File: src/rtl/adder_result_accumulator_pkg.sv
// adder_pkg: constants and types shared by the adder stage and its result accumulator
// No ports. Provides the default widths, the beat width rule and the accumulator FSM state type.
package adder_pkg;
    localparam int DATA_W_DEF = 4;
    localparam int ACC_W_DEF  = 12;
    localparam int BEAT_W     = DATA_W_DEF + 1;
    typedef enum logic {ACC, HOLD} acc_state_t;
    function automatic int beat_w(input int data_w);
        return data_w + 1;
    endfunction
endpackage

File: src/rtl/adder_result_accumulator_if.sv
// adder_result_accumulator_if: beat input and frame result handshakes of the accumulator
// slave  (accumulator): takes in_valid/s_in/cout_in/clear/out_ready, drives in_ready/out_valid/out_sum/out_overflow/out_count
// master (upstream and consumer side): the mirror image
interface adder_result_accumulator_if #(
    parameter int DATA_W = 4,
    parameter int ACC_W  = 12,
    parameter int CNT_W  = 4
);
    logic              in_valid;
    logic              in_ready;
    logic [DATA_W-1:0] s_in;
    logic              cout_in;
    logic              clear;
    logic              out_valid;
    logic              out_ready;
    logic [ACC_W-1:0]  out_sum;
    logic              out_overflow;
    logic [CNT_W-1:0]  out_count;
    modport slave (input in_valid, s_in, cout_in, clear, out_ready,
                   output in_ready, out_valid, out_sum, out_overflow, out_count);
    modport master (output in_valid, s_in, cout_in, clear, out_ready,
                    input in_ready, out_valid, out_sum, out_overflow, out_count);
endinterface

File: src/rtl/adder_result_accumulator_add_sat.sv
// acc_add_sat: adds one beat to the accumulator, wrapping or clamping on overflow
// i_acc: current total, i_beat: zero-extended beat, o_sum: new total, o_ovf: the add exceeded ACC_W bits
module acc_add_sat #(
    parameter int ACC_W    = 12,
    parameter int BEAT_W   = 5,
    parameter int SATURATE = 0
) (
    input  logic [ACC_W-1:0]  i_acc,
    input  logic [BEAT_W-1:0] i_beat,
    output logic [ACC_W-1:0]  o_sum,
    output logic              o_ovf
);
    logic [ACC_W:0] w_next;
    // both operands fit in ACC_W bits, so the extra top bit is exactly the overflow
    assign w_next = {1'b0, i_acc} + {{(ACC_W + 1 - BEAT_W){1'b0}}, i_beat};
    assign o_ovf  = w_next[ACC_W];
    assign o_sum  = (o_ovf && SATURATE != 0) ? '1 : w_next[ACC_W-1:0];
endmodule

File: src/rtl/adder_result_accumulator.sv
// adder_result_accumulator: sums BEATS adder {Cout,S} beats per frame and hands the total downstream
// clk/rst_n: clock and async active-low reset; bus: slave side of the beat/result handshakes
// in_ready is high while accumulating, out_valid while holding a finished frame; clear aborts the frame
module adder_result_accumulator
    import adder_pkg::*;
#(
    parameter int DATA_W   = DATA_W_DEF,
    parameter int ACC_W    = ACC_W_DEF,
    parameter int BEATS    = 8,
    parameter int SATURATE = 0
) (
    input logic                        clk,
    input logic                        rst_n,
    adder_result_accumulator_if.slave  bus
);
    localparam int CNT_W = $clog2(BEATS + 1);
    localparam int BW    = beat_w(DATA_W);
    acc_state_t       r_state, w_state_nxt;
    logic [ACC_W-1:0] r_acc, w_acc_nxt, w_sum;
    logic [CNT_W-1:0] r_count, w_count_nxt;
    logic             r_ovf, w_ovf_nxt, w_add_ovf;
    acc_add_sat #(.ACC_W(ACC_W), .BEAT_W(BW), .SATURATE(SATURATE)) u_add (
        .i_acc  (r_acc),
        .i_beat ({bus.cout_in, bus.s_in}),
        .o_sum  (w_sum),
        .o_ovf  (w_add_ovf)
    );
    always_ff @(posedge clk or negedge rst_n) begin
        if (!rst_n) begin
            r_state <= ACC;
            r_acc   <= '0;
            r_count <= '0;
            r_ovf   <= 1'b0;
        end else begin
            r_state <= w_state_nxt;
            r_acc   <= w_acc_nxt;
            r_count <= w_count_nxt;
            r_ovf   <= w_ovf_nxt;
        end
    end
    // clear outranks both the beat accept and the output handshake
    always_comb begin
        w_state_nxt = r_state;
        w_acc_nxt   = r_acc;
        w_count_nxt = r_count;
        w_ovf_nxt   = r_ovf;
        if (bus.clear || (r_state == HOLD && bus.out_ready)) begin
            w_state_nxt = ACC;
            w_acc_nxt   = '0;
            w_count_nxt = '0;
            w_ovf_nxt   = 1'b0;
        end else if (r_state == ACC && bus.in_valid) begin
            w_acc_nxt   = w_sum;
            w_count_nxt = r_count + CNT_W'(1);
            w_ovf_nxt   = r_ovf | w_add_ovf;
            w_state_nxt = (r_count == CNT_W'(BEATS - 1)) ? HOLD : ACC;
        end
    end
    assign bus.in_ready     = (r_state == ACC);
    assign bus.out_valid    = (r_state == HOLD);
    assign bus.out_sum      = r_acc;
    assign bus.out_overflow = r_ovf;
    assign bus.out_count    = r_count;
endmodule

File: src/flat_wrapper.sv
// flat-port wrapper written by rule: the top's interface ports become plain ports
module adder_result_accumulator_flat import adder_pkg::*;
#(
    parameter int DATA_W   = DATA_W_DEF,
    parameter int ACC_W    = ACC_W_DEF,
    parameter int BEATS    = 8,
    parameter int SATURATE = 0
)
  (clk, rst_n, bus_in_valid, bus_s_in, bus_cout_in, bus_clear, bus_out_ready, bus_in_ready, bus_out_valid, bus_out_sum, bus_out_overflow, bus_out_count);
  adder_result_accumulator_if #(.DATA_W(DATA_W), .ACC_W(ACC_W), .CNT_W(4)) bus_i ();
  input logic clk;
  input logic rst_n;
  input wire logic [$bits(bus_i.in_valid)-1:0] bus_in_valid;
  input wire logic [$bits(bus_i.s_in)-1:0] bus_s_in;
  input wire logic [$bits(bus_i.cout_in)-1:0] bus_cout_in;
  input wire logic [$bits(bus_i.clear)-1:0] bus_clear;
  input wire logic [$bits(bus_i.out_ready)-1:0] bus_out_ready;
  output wire logic [$bits(bus_i.in_ready)-1:0] bus_in_ready;
  output wire logic [$bits(bus_i.out_valid)-1:0] bus_out_valid;
  output wire logic [$bits(bus_i.out_sum)-1:0] bus_out_sum;
  output wire logic [$bits(bus_i.out_overflow)-1:0] bus_out_overflow;
  output wire logic [$bits(bus_i.out_count)-1:0] bus_out_count;
  assign bus_i.in_valid = bus_in_valid;
  assign bus_i.s_in = bus_s_in;
  assign bus_i.cout_in = bus_cout_in;
  assign bus_i.clear = bus_clear;
  assign bus_i.out_ready = bus_out_ready;
  assign bus_in_ready = bus_i.in_ready;
  assign bus_out_valid = bus_i.out_valid;
  assign bus_out_sum = bus_i.out_sum;
  assign bus_out_overflow = bus_i.out_overflow;
  assign bus_out_count = bus_i.out_count;
  adder_result_accumulator #(.DATA_W(DATA_W), .ACC_W(ACC_W), .BEATS(BEATS), .SATURATE(SATURATE)) u_core (.clk(clk), .rst_n(rst_n), .bus(bus_i));
endmodule
File: config.mk
export PLATFORM = sky130hd
export DESIGN_NAME = adder_result_accumulator_flat
export DESIGN_NICKNAME = d
export VERILOG_FILES = /design/src/rtl/adder_result_accumulator_pkg.sv /design/src/rtl/adder_result_accumulator_if.sv /design/src/rtl/adder_result_accumulator_add_sat.sv /design/src/rtl/adder_result_accumulator.sv /design/src/flat_wrapper.sv
export SDC_FILE = /design/constraint.sdc
export NUM_CORES = 1
export LEC_CHECK = 0
export ABC_CLOCK_PERIOD_IN_PS = 2300
export CAP_MARGIN = 20
export CORE_MARGIN = 5
export CORE_UTILIZATION = 45
export DETAILED_ROUTE_END_ITERATION = 10
export PLACE_DENSITY = 0.83
export SYNTH_ARGS = -nofsm -noshare
export SYNTH_HDL_FRONTEND = slang
export SYNTH_HIERARCHICAL = 1
export SYNTH_SLANG_ARGS = --single-unit
File: constraint.sdc
create_clock -name clk -period 2.3 [get_ports clk]
set_clock_uncertainty 0.1 [all_clocks]
set_input_delay 0.46 -clock clk [delete_from_list [all_inputs] [get_ports clk]]
set_output_delay 0.46 -clock clk [all_outputs]
set_load 0.01 [all_outputs]
==> metrics.txt <==
Startpoint Class=primary input; GR Util All Layers=~17%; Worst setup EP type=flip-flop; YS warnings=6; first-pass GRT wire length=4900 µm; CTS tree=built; synthesized area per cell=about 9.1 µm²; Cells after Synth=131; Slowest-stage cell, CP=fa_1; Max Clock Freq=about 470 MHz; clock tree buffer depth=2; Post-DP Area=1540 µm²; Initial Util=47.7%; Slew Viols, Final=0; Hold Buf Count CTS=0; GR Layer Usage met1=23.1%; Total Wirelength=2800 µm; commonest cells in the netlist=32 x nand2_1, 18 x dfrtp_1, 10 x a21oi_2, 10 x o211ai_1, 9 x a21oi_1; Peak VDD IR=449 µV; die area=3780 µm²; max_cap viols=0; crit-path max cell delay=a little over 0.4 ns; share of cells above drive strength 1=about 17%; Worst-Skew Late Latency=0.29 ns; HPWL after DPL=2060 µm; hold crit path type=primary input to async pin; status=complete, no violations; row cnt=18; Crit path required time=2.38 ns; mux contribution to synthesized area=0%; Post-synth EDFFs=0; flops & latches, synth=18; Yosys top cell by area=dfrtp_1; compound-gate portion of the synthesized area=24.6%; core box area=2500 µm²; ANT nets after route=0; clk slew on worst S/H paths=0.11 ns; Post-Synth Adder-Cell Area=7.97%; grt peak-use layer=met2; Rel. slew slack=73.3%; RSZ-0062 raised after global routing=false; Die Ht=61.5 µm; CTS Buf Count=3; I/O pin total=29; met3 GRT Util=between 2 and 3%; total gr overflow=0; measured slew at the worst slew-check pin=0.399 ns; ANT cells=0; Power per Cell Area=476 nW/µm²; post-synthesis cell type count=32; Nets=184; Synth Net Count=148; met2 Use GR=between 20 and 30%; DRC Markers=0; Vias=1106; hold_ws=0.377 ns; number of setup buffers added after CTS=0; TritonCTS Sinks=18; prevailing post-synth register cell=dfrtp_1; # H-tree levels=1; Leakage=between 0.6 and 0.7 nW; Buf/Inv on CP=2; Post-CTS Resized=0; final setup fails=0; Filler cells=210; Seq/Total Area, Yosys=a little under two fifths; Synth Area in Simple Gates=20.2%; ys async rst share=100%; final hold viol count=0; vias in the first global route=1057; Post-Syn Area=1190 µm²; DR vias/cell=5.64; delay-heaviest family, CP=adder cells; Detailed Routing Iterations Pass 1=4; largest net degree at the start of global routing=19; clock root cell=clkbuf_4; Setup CP Type=primary input to flip-flop; final period utilization=92.1%; Area contributors post-synth=dfrtp_1 38%, nand2_1 10%, a21oi_2 7.3%; die width=61.5 µm; most common cell in the netlist=nand2_1; Worst EP arrival=between 2 and 2.5 ns; final instance area=~1600 µm²; DR iter-0 viols=24; xor/xnor cell area share of the yosys netlist=5.14%; gp weighted congestion=0.879; Area Growth Syn to Fin=31.7%; largest family of logic cells by synthesized area=compound AO/OA/AOI/OAI gates; antenna violations before repair=0; Max Fanout on Critical Path=5; Port Buffers=28; routed length per instance=14.3 µm; Final min period=2.12 ns; top cell type's share of synthesized area=37.7%; CP cell instances=clkdlybuf4s50_1, ha_1, fa_1, a21oi_1, buf_4, o21a_1, o211ai_1, nand2_1, a21oi_2
==> registers in the layout, indices dropped and copies added (netlist names) <==
name / flops
u_core/bus.out_valid: 1
u_core/bus.out_overflow: 1
u_core/bus.out_count: 4
u_core/bus.out_sum: 12
==> final cells by class <==
class                           instances  area, µm²  share of cell area (%)
Clock buffer                            4       36.3                    2.31
Inverter                                4       15.0                   0.955
Multi-Input combinational cell        104        692                    44.0
Sequential cell                        18        450                    28.7
Tap cell                               30       37.5                    2.39
Timing Repair Buffer                   36        340                    21.7
==> cell families (layout without fill, tap and decap cells) <==
| kind of cell | after synthesis | after routing |
|---|---|---|
| compound gates | 40 | 40 |
| xor+xnor | 7 | 7 |
| fa+ha+maj | 7 | 7 |
| buf+inv | 9 | 44 |
| flops | 18 | 18 |
| simple gates | 50 | 50 |
==> worst register-to-register path, stage by stage (launching register included) <==
cell and delay [ns]:
dfrtp_1 0.42, ha_1 0.24, fa_1 0.41, a21oi_1 0.16, buf_4 0.14, o21a_1 0.16
o211ai_1 0.10, nand2_1 0.09, a21oi_2 0.06
==> stage by stage <==
step | TNS (ns) | power, mW | utilization (%) | cells | setup WS, ns
4_1_cts | 0 | 0.759 | 62.9 | 196 | 0.184
3_3_place_gp | -0.339 | 0.555 | 61.4 | 192 | -0.0826
3_5_place_dp | -0.433 | 0.561 | 61.4 | 192 | -0.111
5_1_grt | 0 | 0.805 | 62.9 | 196 | 0.121
2_1_floorplan | 0 | 0.472 | - | 131 | 0.328
6_report | 0 | 0.748 | 62.9 | 196 | 0.182
==> final timing paths <==
check	from	endpoint	slack, ns	cells past startpoint
hold / removal	rst_n	u_core/bus.out_sum[3]	0.38	2
setup reg to reg	u_core/bus.out_sum[0]	u_core/bus.out_sum[10]	0.32	8
min in group clk	u_core/bus.out_overflow	u_core/bus.out_overflow	0.43	2
setup / recovery	bus_s_in[0]	u_core/bus.out_sum[10]	0.18	9
hold reg to reg	u_core/bus.out_overflow	u_core/bus.out_overflow	0.43	2
max in group asynchronous	rst_n	u_core/bus.out_count[0]	1.52	2
==> where the power goes <==
part | leakage (nW) | switching, mW | total (mW) | internal, mW
Clock | 0.0210 | 0.0979 | 0.194 | 0.0964
Sequential | 0.247 | 0.0169 | 0.347 | 0.330
Combinational | 0.363 | 0.105 | 0.207 | 0.102
Total | 0.631 | 0.220 | 0.748 | 0.528
==> per-layer routing <==
| layer | vias up | wire, µm |
|---|---|---|
| li1 | 528 | - |
| met3 | 4 | 141 |
| met5 | - | 0 |
| met4 | 0 | 19 |
| met1 | 540 | 1260 |
| met2 | 34 | 1380 |
==> cells in the final DEF, fill, tap and decap left out <==
| cell type | Yosys | routed |
|---|---|---|
| o21a_4 | 1 | 1 |
| nand4b_1 | 1 | 1 |
| xor2_1 | 4 | 4 |
| a21oi_1 | 9 | 9 |
| xnor2_1 | 3 | 3 |
| a21oi_2 | 10 | 10 |
| o21bai_1 | 1 | 1 |
| clkdlybuf4s50_1 | 0 | 28 |
| nand3b_1 | 1 | 1 |
| o21ai_0 | 3 | 3 |
| a211oi_1 | 1 | 1 |
| nor4b_1 | 1 | 1 |
| o211ai_2 | 1 | 1 |
| ha_1 | 6 | 6 |
| fa_1 | 1 | 1 |
| nor2b_1 | 1 | 1 |
| buf_4 | 2 | 8 |
| o21a_1 | 1 | 1 |
| nand2_1 | 32 | 32 |
| clkbuf_4 | 0 | 3 |
| o22ai_1 | 1 | 1 |
| nand3_1 | 3 | 3 |
| a21o_1 | 2 | 2 |
| or2_2 | 2 | 2 |
| inv_1 | 4 | 4 |
| o211ai_1 | 10 | 10 |
| clkbuf_8 | 0 | 1 |
| nand4_2 | 1 | 1 |
| nand2b_4 | 1 | 1 |
| nand2b_1 | 1 | 1 |
| or3_1 | 3 | 3 |
| dfrtp_1 | 18 | 18 |
| nor2_1 | 3 | 3 |
No activity file was read; power rests on OpenSTA's default activity.
